**config.mk**
```make
export PLATFORM = sky130hd
export DESIGN_NAME = aib_axi_traffic_gen
export DESIGN_NICKNAME = d
export VERILOG_FILES = /design/src/rtl/aib_axi_traffic_gen.sv
export SDC_FILE = /design/constraint.sdc
export NUM_CORES = 1
export LEC_CHECK = 0
export CELL_PAD_IN_SITES_DETAIL_PLACEMENT = 1
export CELL_PAD_IN_SITES_GLOBAL_PLACEMENT = 2
export CORE_MARGIN = 1
export CORE_UTILIZATION = 20
export CTS_BUF_LIST = sky130_fd_sc_hd__clkbuf_4 sky130_fd_sc_hd__clkbuf_8 sky130_fd_sc_hd__clkbuf_16
export DETAILED_ROUTE_END_ITERATION = 8
export PLACE_DENSITY = 0.9
export RECOVER_POWER = 50
export SLEW_MARGIN = 10
export SYNTH_ARGS = -nofsm -noshare
export SYNTH_HDL_FRONTEND = slang
export SYNTH_SLANG_ARGS = --single-unit
```
**constraint.sdc**
```tcl
create_clock -name clk_wr -period 4 [get_ports clk_wr]
set_input_delay 0.6 -clock clk_wr [delete_from_list [all_inputs] [get_ports clk_wr]]
set_output_delay 0.6 -clock clk_wr [all_outputs]
set_load 0.01 [all_outputs]
```
**src/rtl/aib_axi_traffic_gen.sv**
```systemverilog
// AXI write-then-readback traffic generator: writes one INCR burst of a seed+beat
// pattern, reads it back, and counts data mismatches and response errors.
module aib_axi_traffic_gen #(
    parameter int ADDRWIDTH = 32,
    parameter int IDWIDTH   = 4
) (
    input  logic                 clk_wr,
    input  logic                 rst_wr,
    input  logic                 start,
    input  logic [ADDRWIDTH-1:0] cfg_addr,
    input  logic [7:0]           cfg_len,
    input  logic [IDWIDTH-1:0]   cfg_id,
    input  logic [31:0]          cfg_seed,
    output logic                 busy,
    output logic                 done,
    output logic                 pass,
    output logic [7:0]           err_cnt,
    output logic [IDWIDTH-1:0]   m_axi_awid,
    output logic [ADDRWIDTH-1:0] m_axi_awaddr,
    output logic [7:0]           m_axi_awlen,
    output logic [2:0]           m_axi_awsize,
    output logic [1:0]           m_axi_awburst,
    output logic                 m_axi_awvalid,
    input  logic                 m_axi_awready,
    output logic [IDWIDTH-1:0]   m_axi_wid,
    output logic [127:0]         m_axi_wdata,
    output logic [15:0]          m_axi_wstrb,
    output logic                 m_axi_wlast,
    output logic                 m_axi_wvalid,
    input  logic                 m_axi_wready,
    input  logic [IDWIDTH-1:0]   m_axi_bid,
    input  logic [1:0]           m_axi_bresp,
    input  logic                 m_axi_bvalid,
    output logic                 m_axi_bready,
    output logic [IDWIDTH-1:0]   m_axi_arid,
    output logic [ADDRWIDTH-1:0] m_axi_araddr,
    output logic [7:0]           m_axi_arlen,
    output logic [2:0]           m_axi_arsize,
    output logic [1:0]           m_axi_arburst,
    output logic                 m_axi_arvalid,
    input  logic                 m_axi_arready,
    input  logic [IDWIDTH-1:0]   m_axi_rid,
    input  logic [127:0]         m_axi_rdata,
    input  logic [1:0]           m_axi_rresp,
    input  logic                 m_axi_rlast,
    input  logic                 m_axi_rvalid,
    output logic                 m_axi_rready
);

    typedef enum logic [2:0] {S_IDLE, S_AW, S_W, S_B, S_AR, S_R, S_DONE} state_t;

    state_t                 state, state_nxt;
    logic [ADDRWIDTH-1:0]   addr_q;
    logic [7:0]             len_q;
    logic [IDWIDTH-1:0]     id_q;
    logic [31:0]            seed_q;
    logic [7:0]             beat;
    logic [31:0]            lane;
    logic [127:0]           pattern;
    logic                   start_ok, last_beat;
    logic                   aw_hs, w_hs, b_hs, ar_hs, r_hs;
    logic                   b_err, r_err;

    function automatic logic [7:0] sat_inc(input logic [7:0] v);
        return (v == 8'hFF) ? v : v + 8'd1;
    endfunction

    assign start_ok  = start && (state == S_IDLE || state == S_DONE);
    assign last_beat = (beat == len_q);
    assign lane      = seed_q + {24'd0, beat};
    assign pattern   = {4{lane}};

    // Valids/readies decode from the registered state only, never from the peer's ready/valid.
    assign m_axi_awvalid = (state == S_AW);
    assign m_axi_wvalid  = (state == S_W);
    assign m_axi_bready  = (state == S_B);
    assign m_axi_arvalid = (state == S_AR);
    assign m_axi_rready  = (state == S_R);

    assign aw_hs = m_axi_awvalid && m_axi_awready;
    assign w_hs  = m_axi_wvalid  && m_axi_wready;
    assign b_hs  = m_axi_bready  && m_axi_bvalid;
    assign ar_hs = m_axi_arvalid && m_axi_arready;
    assign r_hs  = m_axi_rready  && m_axi_rvalid;

    assign b_err = (m_axi_bresp != 2'b00) || (m_axi_bid != id_q);
    assign r_err = (m_axi_rdata != pattern) || (m_axi_rresp != 2'b00) ||
                   (m_axi_rid != id_q) || (m_axi_rlast != last_beat);

    assign m_axi_awid    = id_q;
    assign m_axi_awaddr  = addr_q;
    assign m_axi_awlen   = len_q;
    assign m_axi_awsize  = 3'b100;
    assign m_axi_awburst = 2'b01;
    assign m_axi_wid     = id_q;
    assign m_axi_wdata   = pattern;
    assign m_axi_wstrb   = 16'hFFFF;
    assign m_axi_wlast   = m_axi_wvalid && last_beat;
    assign m_axi_arid    = id_q;
    assign m_axi_araddr  = addr_q;
    assign m_axi_arlen   = len_q;
    assign m_axi_arsize  = 3'b100;
    assign m_axi_arburst = 2'b01;

    assign busy = (state != S_IDLE) && (state != S_DONE);
    assign done = (state == S_DONE);
    assign pass = done && (err_cnt == 8'd0);

    always_ff @(posedge clk_wr) begin
        if (rst_wr) state <= S_IDLE;
        else        state <= state_nxt;
    end

    always_comb begin
        state_nxt = state;
        case (state)
            S_IDLE, S_DONE: if (start) state_nxt = S_AW;
            S_AW:           if (aw_hs) state_nxt = S_W;
            S_W:            if (w_hs && last_beat) state_nxt = S_B;
            S_B:            if (b_hs) state_nxt = S_AR;
            S_AR:           if (ar_hs) state_nxt = S_R;
            // An early rlast is only an error; the beat count alone ends the read burst.
            S_R:            if (r_hs && last_beat) state_nxt = S_DONE;
            default:        state_nxt = S_IDLE;
        endcase
    end

    always_ff @(posedge clk_wr) begin
        if (rst_wr) begin
            beat    <= 8'd0;
            err_cnt <= 8'd0;
        end else begin
            if (start_ok) begin
                beat    <= 8'd0;
                err_cnt <= 8'd0;
            end
            if (aw_hs || ar_hs) beat <= 8'd0;
            if (w_hs && !last_beat) beat <= beat + 8'd1;
            if (b_hs && b_err) err_cnt <= sat_inc(err_cnt);
            if (r_hs) begin
                if (!last_beat) beat <= beat + 8'd1;
                if (r_err) err_cnt <= sat_inc(err_cnt);
            end
        end
    end

    // Burst configuration is data: captured on an accepted start, not reset.
    always_ff @(posedge clk_wr) begin
        if (start_ok) begin
            addr_q <= cfg_addr;
            len_q  <= cfg_len;
            id_q   <= cfg_id;
            seed_q <= cfg_seed;
        end
    end

endmodule

```
# After elaboration in Yosys (flattened, before gate mapping)
# Cells that the tools add are included.
totals:
  ff_bits: 95
classes:
  n_addsub: 3
  eq_ne: 19
  n_reduce_logical: 27
  n_mux: 17
ops:
  columns: ["operator", "n"]
  rows:
  - ["128-bit inequality test", 1]
  - ["8-bit two-way mux", 10]
  - ["32-bit by 8-bit adder with 32-bit output", 1]
  - ["3-bit two-way mux", 6]
  - ["3-bit one-hot mux with 6 select lines", 1]
  - ["8-bit by 1-bit adder with 8-bit output, second input constant", 2]
  - ["1-bit logical AND", 13]
  - ["2-bit by 1-bit inequality test with 1-bit output, second input constant", 5]
  - ["3-bit equality test, second input constant", 3]
  - ["8-bit equality test", 1]
  - ["8-bit equality test, second input constant", 1]
  - ["8-bit logical NOT", 1]
  - ["4-bit inequality test", 2]
  - ["3-bit by 2-bit equality test with 1-bit output, second input constant", 2]
  - ["1-bit logical OR", 6]
  - ["6-bit AND reduction", 1]
  - ["2-bit nonzero test", 2]
  - ["3-bit by 1-bit equality test with 1-bit output, second input constant", 1]
  - ["3-bit logical NOT", 1]
  - ["3-bit inequality test, second input constant", 1]
  - ["3-bit nonzero test", 1]
  - ["2-bit inequality test, second input constant", 1]
  - ["2-bit OR reduction", 1]
  - ["1-bit logical NOT", 1]
  - ["1-bit inequality test", 1]

# Longest topological paths before layout
depth:
  depth_word: 8
  mapped_depth: 16

# Worst setup path after synthesis
# No wires, ideal clock.
synth_path:
  kind: "register to register"
  from: "register beat[0]"
  to: "register err_cnt[7]"
  path_buffers: 1
  t_arrival_ns: 3.715
  period_less_slack_ns: 3.788
  slack_ns: 0.212
  path_stages_with_launch: 15
  cell_sequence: "dfxtp_1 -> ha_1 -> fa_1 -> or4_1 -> mux2i_1 -> o2111ai_1 -> a2111oi_0 -> and3_1 -> nand4_1 -> or4_4 -> nor4_4 -> nor2_2 -> buf_6 -> and4b_1 -> nor3_2"
synth_via:
  elab_chain_cells: 7
  word_cells_on_any_way: 9
  classes_between: "add/sub: 1; eq/ne: 3; mux: 2; reduce/logical: 3"
synth_lines:
  columns: ["element", "line_no", "text"]
  rows:
  - ["start: declaration", "57", "logic [7:0] beat;"]
  - ["start signal: assignment", "138", "if (w_hs && !last_beat) beat <= beat + 8'd1;"]
  - ["start signal: assignment", "141", "if (!last_beat) beat <= beat + 8'd1;"]
  - ["32-bit by 8-bit adder with 32-bit output", "70", "assign lane = seed_q + {24'd0, beat};"]
  - ["named net m_axi_wdata[1]", "26", "output logic [127:0] m_axi_wdata,"]
  - ["128-bit inequality test", "87", "assign r_err = (m_axi_rdata != pattern) || (m_axi_rresp != 2'b00) ||"]
  - ["1-bit logical OR (2 in series)", "87", null]
  - ["1-bit logical OR", "88", "(m_axi_rid != id_q) || (m_axi_rlast != last_beat);"]
  - ["8-bit two-way mux", "142", "if (r_err) err_cnt <= sat_inc(err_cnt);"]
  - ["8-bit two-way mux", "140", "if (r_hs) begin"]
  - ["end signal: assignment", "139", "if (b_hs && b_err) err_cnt <= sat_inc(err_cnt);"]
  - ["end signal: assignment", "142", null]
  - ["end: declaration", "17", "output logic [7:0] err_cnt,"]
# The timed path passes the listed nets, and every way through them passes these cells.
# A chain may end at the register's enable or synchronous reset.

# Worst setup path after layout
layout_path:
  from: "register seed_q[4]"
  to: "register err_cnt[2]"
layout_via:
  elab_chain_cells: 7
layout_lines:
  columns: ["element", "line_no", "text"]
  rows:
  - ["start: declaration", "56", "logic [31:0] seed_q;"]
  - ["start signal: assignment", "153", "seed_q <= cfg_seed;"]
  - ["32-bit by 8-bit adder with 32-bit output", "70", null]
  - ["128-bit inequality test", "87", null]
  - ["1-bit logical OR (2 in series)", "87", null]
  - ["1-bit logical OR", "88", null]
  - ["8-bit two-way mux", "142", null]
  - ["8-bit two-way mux", "140", null]
# No other way between the ends.

==> flow_metrics.env <==
export IMPL_outcome="finished, final reports clean"
export IMPL_dpl_cell_area_um2=12000
export IMPL_fp_row_count=70
export IMPL_start_kind="register"
export IMPL_routed_wl_mm=33.4
export IMPL_synth_compound_area_frac=0.112
export IMPL_synth_fa_ha_area_frac=0.0213
export IMPL_dp_slack_ns=-0.357
export IMPL_synthXorXnorAreaFrac=0.0721
export IMPL_fin_area_um2=12600
export IMPL_async_flop_share=0
export IMPL_p_leak_nw=4.76
export IMPL_antenna_found_initial=6
export IMPL_synth_top_family_by_area="buffers and inverters"
export IMPL_total_power_mw=5.00
export IMPL_post_route_min_period_ns=3.86
export IMPL_relSlewSlack=0.154
export IMPL_vias=7312
export IMPL_worst_ep_arrival_time_ns=4.12
export IMPL_port_buffers=461
export IMPL_ant_nets=0
export IMPL_cts_max_level=3
export IMPL_drive_gt1_frac=0.143
export IMPL_cp_max_fo=12
export IMPL_firstDrtPassIters=4
export IMPL_die_h_um=195
export IMPL_postSynthAreaPerCell_um2=9.60
export IMPL_grt_pass1_wl_mm=48.1
export IMPL_layout_commonest_cell="clkdlybuf4s50_1"
export IMPL_rsz0062_at_grt="true"
export IMPL_area_growth_synth_to_final_pct=70.5
export IMPL_num_io_pins=488
export IMPL_synth_area_mux_share=0.0410
export IMPL_end_kind="register"
export IMPL_grt_max_degree=45
export IMPL_synth_cells=772
export IMPL_clkTransAtPathRegs_ns=0.07
export IMPL_yosys_area_share_simple=0.194
export IMPL_wl_per_cell_um=20.2
export IMPL_clockPowerShare=0.192
export IMPL_synth_seq_area_share=0.359
export IMPL_cts_hold_buf=0
export IMPL_worstSetupPathType="reg -> reg"
export IMPL_viasPerCell=4.42
export IMPL_drt_iter0_markers=255
export IMPL_cell_internal_pwr_mw=3.23
export IMPL_gr_total_overflow=0
export IMPL_layout_common_cells="clkdlybuf4s50_1, dlygate4sd3_1, buf_4"
export IMPL_drc=0
export IMPL_cp_common_cell="buf_4"
export IMPL_finalClockSkew_ns=0.00895
export IMPL_cts_tree="built"
export IMPL_setup_viol=0
export IMPL_maxCapViolCount=0
export IMPL_syn_area_um2=7410
export IMPL_path_delay_family="simple AND/OR/NAND/NOR gates"
export IMPL_clock_root_buffer="clkbuf_16"
export IMPL_synth_edff_count=76
export IMPL_place_hpwl_mm=28.7
export IMPL_cp_slowest_cell="or4_4"
export IMPL_peakVddDrop_v=0.000203
export IMPL_ys_ff_latch=95
export IMPL_hold_path_class="reg -> reg"
export IMPL_cts_sinks=95
export IMPL_nNetsFinal=1418
export IMPL_crit_chain="ha_4 -> buf_4 -> o211ai_1 -> buf_4 -> nor3_4 -> buf_12 -> o2111ai_2 -> xnor2_2 -> mux2i_2 -> nand4_1 -> or4_4 -> nor4_4 -> buf_4 -> nor2_4 -> a21o_1 -> and3_1"
export IMPL_ys_flop_type="edfxtp_1"
export IMPL_yosysWarnings=0
export IMPL_slowest_delay_ns=0.58
export IMPL_hold_violations=0
export IMPL_combPwrFrac=0.505
export IMPL_drv_slew=0
export IMPL_die_x_um=195
export IMPL_numCtsBuffers=9
export IMPL_die_area_um2=37800
export IMPL_worstPathRequired_ns=4.25
export IMPL_start_util=0.203
export IMPL_power_switching_mw=1.77
export IMPL_grt_use_total=0.171
export IMPL_gp_congestion=0.839
export IMPL_p_sw_frac=0.354
export IMPL_seqPwrFrac=0.303
export IMPL_cts_buffer_depth=2
export IMPL_power_density_nw_per_um2=395
export IMPL_max_freq_ghz=0.259
export IMPL_core_area_um2=36500
export IMPL_worst_pin_slew_ns=1.27
export IMPL_yosysUniqueCellTypes=80
export IMPL_fin_ws_ns=0.138
export IMPL_worstSkewPairLatency_ns=0.36
export IMPL_period_share=0.965
export IMPL_crit_buf_inv=4
export IMPL_grt_pass1_vias=7714
export IMPL_antenna_cells=0
[sequential cells by signal, summed over array words and instances, names as in the netlist]
| name | cells |
|---|---|
| m_axi_arid | 4 |
| beat | 8 |
| seed_q | 32 |
| m_axi_arlen | 8 |
| state | 3 |
| m_axi_araddr | 32 |
| err_cnt | 8 |
[metrics by stage]
stage                     hold slack [ns]  setup TNS [ns]  std cells   util
final                               0.544               0       1654  0.346
after global routing                0.581          -0.196       1654  0.346
after CTS                           0.549               0       1647  0.339
after detailed placement            0.534           -2.43       1628  0.329
after global placement              0.526           -1.35       1628  0.329
after floorplan                     0.479               0        796      -
[worst reg2reg max path, stage by stage (launching register included)]
cell,delay (ns)
edfxtp_1,0.44
ha_4,0.31
buf_4,0.12
o211ai_1,0.09
buf_4,0.17
nor3_4,0.20
buf_12,0.15
o2111ai_2,0.16
xnor2_2,0.32
mux2i_2,0.30
nand4_1,0.17
or4_4,0.58
nor4_4,0.14
buf_4,0.19
nor2_4,0.08
a21o_1,0.20
and3_1,0.15
[cells by family (layout without fill, tap and decap cells)]
logic type / Yosys count / after routing
flip-flops: 95 / 95
AND/OR/NAND/NOR: 249 / 249
other: 2 / 26
buffers and inverters: 216 / 606
adder cells (fa/ha/maj): 12 / 12
XOR/XNOR: 61 / 61
multiplexers: 29 / 29
AO/OA/AOI/OAI: 108 / 108
[cell usage after synthesis, types with 3 or more instances]
cell	count	area (µm²)
buf_4	172	1290
edfxtp_1	76	2280
nor2_1	47	176
xnor2_1	37	324
nand4_1	36	225
nand2_1	33	124
inv_1	31	116
mux2i_1	27	270
nand3_1	27	135
xor2_1	24	210
a21oi_1	19	95.1
dfxtp_1	19	380
nor3_1	19	95.1
or4_1	17	128
o21ai_0	13	65.1
ha_1	11	138
nor4_1	11	68.8
and3_1	10	62.6
buf_2	8	40.0
a21o_1	7	52.6
o2111ai_1	7	61.3
o21ai_1	7	35.0
or3_1	7	43.8
o211ai_1	6	45.0
or2_2	6	37.5
a211oi_1	5	37.5
and4_1	5	43.8
nor2b_1	5	31.3
a22oi_1	4	30.0
a31oi_1	4	25.0
and2_1	4	25.0
o2111a_1	4	45.0
a2111oi_0	3	26.3
[power by group through the flow]
stage	Combinational [mW]	Clock [mW]	Sequential [mW]
3_5_place_dp	2.58	0	1.53
3_3_place_gp	2.54	0	1.53
2_1_floorplan	1.31	0	1.52
5_1_grt	2.68	1.02	1.54
4_1_cts	2.60	0.989	1.52
6_report	2.52	0.960	1.51
[worst paths after layout]
check,end,start,cells after the start,slack [ns]
hold reg to reg,state[2],state[2],2,0.54
hold / removal,state[2],state[2],2,0.54
setup reg to reg,err_cnt[2],seed_q[4],16,0.14
setup / recovery,err_cnt[2],seed_q[4],16,0.14
[final cells by class]
| cell class | instances | area, µm² |
|---|---|---|
| flip-flops and latches | 95 | 2660 |
| fillers | 4174 | 23900 |
| multi-input cells | 485 | 3590 |
| inverters | 31 | 116 |
| clock inverters | 5 | 81.3 |
| repair buffers | 559 | 5370 |
| well taps | 468 | 586 |
| clock buffers | 11 | 240 |
[metal layers]
metal / track usage / wire, µm / share of wire / up-vias
met5: 0 / 69 / 0.0021 / -
met4: 0.0362 / 289 / 0.0086 / 10
met3: 0.0356 / 1900 / 0.057 / 26
met2: 0.333 / 18200 / 0.54 / 295
met1: 0.187 / 13000 / 0.39 / 3529
li1: - / - / - / 3452
[repair_timing]
| action | CTS | global route |
|---|---|---|
| buffers inserted | 3 | 8 |
| pin swaps | 9 | 17 |
| resized for setup | 8 | 28 |
| endpoints found under the setup margin | 17 | 37 |
Power figures use the tool's default switching activity.
